`src/rtl/multicycle_sequencer.sv`:
```
// rtl/multicycle_sequencer.sv - multicycle RV32 control sequencer with cycle/instret counters
//
// Purpose: steps each instruction through IF/ID/EX_1/EX_2/MEM/WB, halts on a
// halt ecall or an unknown opcode, and counts active cycles and retirements.
// Ports:
//   clk           rising-edge clock
//   reset         asynchronous active-low reset
//   opcode[6:0]   instruction[6:0], valid from ID onward
//   bcond         branch-taken flag, valid in EX_1
//   halt_req      ecall is a halt ecall, valid in ID
//   mem_ready     memory handshake, sampled only in IF and MEM
//   current_state registered state code
//   is_halted     high while in HALT
//   illegal_inst  sticky unknown-opcode flag
//   cycle_cnt     non-halted cycle count (wraps)
//   instret_cnt   retired instruction count (wraps)
module multicycle_sequencer (
  input  logic        clk,
  input  logic        reset,
  input  logic [6:0]  opcode,
  input  logic        bcond,
  input  logic        halt_req,
  input  logic        mem_ready,
  output logic [2:0]  current_state,
  output logic        is_halted,
  output logic        illegal_inst,
  output logic [31:0] cycle_cnt,
  output logic [31:0] instret_cnt
);

  localparam logic [2:0] S_IF   = 3'd0;
  localparam logic [2:0] S_ID   = 3'd1;
  localparam logic [2:0] S_EX_1 = 3'd2;
  localparam logic [2:0] S_EX_2 = 3'd3;
  localparam logic [2:0] S_MEM  = 3'd4;
  localparam logic [2:0] S_WB   = 3'd5;
  localparam logic [2:0] S_HALT = 3'd6;

  localparam logic [6:0] OP_ARITH     = 7'b0110011;
  localparam logic [6:0] OP_ARITH_IMM = 7'b0010011;
  localparam logic [6:0] OP_LOAD      = 7'b0000011;
  localparam logic [6:0] OP_STORE     = 7'b0100011;
  localparam logic [6:0] OP_BRANCH    = 7'b1100011;
  localparam logic [6:0] OP_JAL       = 7'b1101111;
  localparam logic [6:0] OP_JALR      = 7'b1100111;
  localparam logic [6:0] OP_ECALL     = 7'b1110011;

  logic [2:0]  state_q, state_d;
  logic        illegal_q, illegal_d;
  logic [31:0] cycle_cnt_q, cycle_cnt_d;
  logic [31:0] instret_cnt_q, instret_cnt_d;
  logic        retire;
  logic        is_exec_op;

  // Opcodes that proceed from ID into EX_1 (everything listed except ECALL).
  always_comb begin
    is_exec_op = 1'b0;
    case (opcode)
      OP_ARITH, OP_ARITH_IMM, OP_LOAD, OP_STORE,
      OP_BRANCH, OP_JAL, OP_JALR: is_exec_op = 1'b1;
      default:                    is_exec_op = 1'b0;
    endcase
  end

  always_comb begin
    state_d   = state_q;
    illegal_d = illegal_q;
    retire    = 1'b0;
    case (state_q)
      S_IF: begin
        if (mem_ready) state_d = S_ID;
      end
      S_ID: begin
        if (opcode == OP_ECALL) begin
          // A halt ecall still completes, so it retires on the way to HALT.
          state_d = halt_req ? S_HALT : S_IF;
          retire  = 1'b1;
        end else if (is_exec_op) begin
          state_d = S_EX_1;
        end else begin
          state_d   = S_HALT;
          illegal_d = 1'b1;
        end
      end
      S_EX_1: begin
        case (opcode)
          OP_ARITH, OP_ARITH_IMM, OP_JAL, OP_JALR: state_d = S_WB;
          OP_LOAD, OP_STORE:                       state_d = S_MEM;
          OP_BRANCH: begin
            state_d = bcond ? S_EX_2 : S_IF;
            retire  = !bcond;
          end
          default: begin
            // Opcode changed under us after decode; treat as illegal.
            state_d   = S_HALT;
            illegal_d = 1'b1;
          end
        endcase
      end
      S_EX_2: begin
        state_d = S_IF;
        retire  = 1'b1;
      end
      S_MEM: begin
        if (mem_ready) begin
          if (opcode == OP_LOAD) begin
            state_d = S_WB;
          end else begin
            state_d = S_IF;
            retire  = 1'b1;
          end
        end
      end
      S_WB: begin
        state_d = S_IF;
        retire  = 1'b1;
      end
      S_HALT: state_d = S_HALT;
      default: begin
        state_d   = S_HALT;
        illegal_d = 1'b1;
      end
    endcase

    cycle_cnt_d   = (state_q != S_HALT) ? cycle_cnt_q + 32'd1 : cycle_cnt_q;
    instret_cnt_d = retire ? instret_cnt_q + 32'd1 : instret_cnt_q;
  end

  always_ff @(posedge clk or negedge reset) begin
    if (!reset) begin
      state_q       <= S_IF;
      illegal_q     <= 1'b0;
      cycle_cnt_q   <= 32'd0;
      instret_cnt_q <= 32'd0;
    end else begin
      state_q       <= state_d;
      illegal_q     <= illegal_d;
      cycle_cnt_q   <= cycle_cnt_d;
      instret_cnt_q <= instret_cnt_d;
    end
  end

  assign current_state = state_q;
  assign is_halted     = (state_q == S_HALT);
  assign illegal_inst  = illegal_q;
  assign cycle_cnt     = cycle_cnt_q;
  assign instret_cnt   = instret_cnt_q;

endmodule

```
`config.mk`:
```
export PLATFORM = sky130hd
export DESIGN_NAME = multicycle_sequencer
export DESIGN_NICKNAME = d
export VERILOG_FILES = /design/src/rtl/multicycle_sequencer.sv
export SDC_FILE = /design/constraint.sdc
export NUM_CORES = 1
export LEC_CHECK = 0
export CAP_MARGIN = 20
export CORE_ASPECT_RATIO = 1.75
export CORE_MARGIN = 2
export CORE_UTILIZATION = 37
export DETAILED_ROUTE_END_ITERATION = 7
export HOLD_SLACK_MARGIN = 0.05
export PLACE_DENSITY_LB_ADDON = 0.25
export SETUP_SLACK_MARGIN = 0.02
export SYNTH_ARGS = -nofsm -noshare
export SYNTH_HDL_FRONTEND = slang
export SYNTH_SLANG_ARGS = --single-unit
```
`constraint.sdc`:
```
create_clock -name clk -period 2.3 [get_ports clk]
set_clock_uncertainty 0.2 [all_clocks]
set_input_delay 0.69 -clock clk [delete_from_list [all_inputs] [get_ports clk]]
set_output_delay 0.69 -clock clk [all_outputs]
set_load 0.02 [all_outputs]
```
==> flow_summary.yaml <==
worst_setup_path:
  crit_chain: "clkdlybuf4s50_1"
  cpMaxStageDelayCell: "clkdlybuf4s50_1"
  path_delay_family: "buffers and inverters"
  reg2reg_from: "cycle_cnt[5]"
  rrSetupSlack_ns: 0.25
  cp_max_fo: 4
  crit_required_ns: 1.41
  endpoint: "instret_cnt[26]"
  rr_worst_depth: 6
  cp-end-kind: "output port"
  critPathLaunchType: "register"
  worst_path_largest_cell_delay_ns: 0.63
  crit_buf_inv: 1
  crit_type: "reg -> out"
  cp-startpoint: "instret_cnt[26]"
  cp.arrival_ns: 1.36
  path_depth: 1
  rr_endpoint: "cycle_cnt[24]"
final_layout:
  syn2layout_area_growth_pct: 46.02
  nNetsFinal: 421
  fin_area_um2: 4725
  antenna_cells: 0
  multi_input_area_um2: 1473
  fillCellCount: 769
  seqCellArea_um2: 1702
  layout-drive-gt1-share_pct: 14.36
sta:
  finalCritPeriodShare_pct: 97.92
  hold_violations: 0
  worst_slew_pin_slew_ns: 0.3741
  fin_crit_ns: 2.252
  final_max_slew_viol_count: 0
  tns_ns: 0
  layout_setup_ws_ns: 0.04778
  whs_ns: 0.1905
  final-setup-viol-count: 0
  max-slew-margin-rel_pct: 74.92
  rsz0062_at_grt: "no"
  fmax_mhz: 444.0
placed_design:
  placed_cell_area_um2: 4327
  place.gp.congestion: 0.8961
  dpl_worst_slack_ns: -0.3907
  port_buffers: 80
  dp_hpwl_um: 5333
die:
  ios: 81
  core_um2: 8615
  die_y_um: 127.7
  start_util_pct: 37.56
  die_area_um2: 9538
  rows: 45
  fp.dieW_um: 74.69
synth:
  synth_edf_count: 0
  ys_seq_elements: 68
  mappedNetlistArea_um2: 3236
  synth_area_leader_cell: "dfrtp_1"
  syn_inst: 298
  ys_types: 40
  synthArstFlopShare_pct: 100.0
  ys_top_cells_by_count: "dfrtp_1 (68), xnor2_1 (57), nand2_1 (27)"
  syn_area_per_cell_um2: 10.86
  synthFlopType: "dfrtp_1"
  synth.top_cell.area_share_pct: 52.59
  yosys_warnings: 0
  synth.area.top_cells: "dfrtp_1 (53%), xnor2_1 (15%), nand4_1 (4.4%)"
  seq_area_frac_synth_pct: 52.59
  yosysMostFrequentCell: "dfrtp_1"
  synth_nets: 312
clock_network:
  cts_buffers: 9
  hold_buffers: 0
  cts.clk_slew.worst_paths_ns: 0.05
  clock-root-buffer: "clkbuf_16"
  cts.path.max_buffers: 2
  insertion_delay_ns: 0.33
  cts_max_level: 3
  cts_tree: "built"
  cts.sinks: 68
drt:
  drc: 0
  wl_um: 7483
  dr.pass1.iters: 4
  vias: 2639
  wl_per_cell_um: 14.17
  ant_nets: 0
  via_per_inst: 4.998
  drt_iter0_markers: 132
global_routing:
  grt_use_total_pct: 17.11
  grt_max_degree: 69
  grt_pass1_vias: 2636
  grt_antenna_before_repair: 0
  grt_first_pass_wirelength_um: 12390
  grt-ovfl-total: 0
run_status:
  status: "completed"
run:
  maxCapViolations: 0
min_path:
  hold_path.class: "in -> async"
pwr:
  p_leak_nw: 2.326
  power_w: 0.004158
  power_density_nw_per_um2: 880.2
  peakVddDrop_uv: 769.4
==> power breakdown <==
part | internal (W) | switching, W
registers | 0.00134 | 0.000160
clock network | 0.000839 | 0.000461
logic | 0.000665 | 0.000692
total | 0.00284 | 0.00131
==> final cells by class <==
type / instances / share of cell area, %
inverter: 7 / 0.5561
timing repair buffer: 108 / 23.04
clock inverter: 1 / 0.1059
tap: 117 / 3.099
multi-input combinational: 213 / 31.17
clock buffer: 14 / 6.012
sequential: 68 / 36.02
==> logic make-up after synthesis <==
group	Yosys count	share of synthesized area, %
compound gates	21	4.370
xor+xnor	62	16.78
simple gates	126	22.24
mux	2	0.6960
buf+inv	17	2.552
fa+ha+maj	2	0.7733
flops	68	52.59
==> cells in the final DEF, fill, tap and decap left out, types with 2 or more instances in the layout <==
master	n
nor2b_1	2
and3_1	11
nand2_1	25
dfrtp_1	68
and4_1	5
nand3_1	26
o31ai_1	3
nor3_1	3
or3_1	2
dlymetal6s2s_1	18
xor2_1	5
clkdlybuf4s15_1	2
clkbuf_16	9
nor2_1	12
inv_1	7
buf_12	2
mux2_2	2
clkbuf_8	4
a31oi_1	2
nor3_2	2
buf_4	24
dlygate4sd2_1	26
nand2_2	3
a21oi_1	5
nand2b_1	3
clkdlybuf4s50_1	33
o21ai_0	2
xnor2_1	57
ha_1	2
nand4_1	23
==> through the flow <==
stage / util (%) / cells
CTS: 54.20 / 527
floorplan: - / 298
finish: 54.84 / 528
global placement: 50.23 / 509
detailed placement: 50.23 / 509
global route: 54.84 / 528
==> worst min path at each step <==
stage	from	to	slack, ns
floorplan	reset	current_state[0]	0.19
global placement	cycle_cnt[31]	cycle_cnt[31]	0.27
detailed placement	instret_cnt[31]	instret_cnt[31]	0.27
CTS	reset	cycle_cnt[29]	0.20
global route	reset	cycle_cnt[24]	0.21
finish	reset	cycle_cnt[24]	0.19
==> state kept, by name, summed over array words and instances, names as in the netlist <==
register,cells
cycle_cnt,32
current_state,3
illegal_inst,1
instret_cnt,32
==> timing repair <==
action,4_1_cts,5_1_grt
setup buffers,1,1
gates resized for setup,33,23
cloned,2,0
pin swaps,3,5
endpoints found under the setup margin,26,49
==> routing by layer <==
metal / vias to the layer above / track usage (%) / share of wire (%)
met4: 0 / 9.034 / 3.5
met2: 77 / 27.85 / 52
met3: 19 / 4.245 / 3.8
met1: 1282 / 20.34 / 41
li1: 1261 / - / -
met5: - / 0 / 0
No activity file was read; power rests on OpenSTA's default activity.
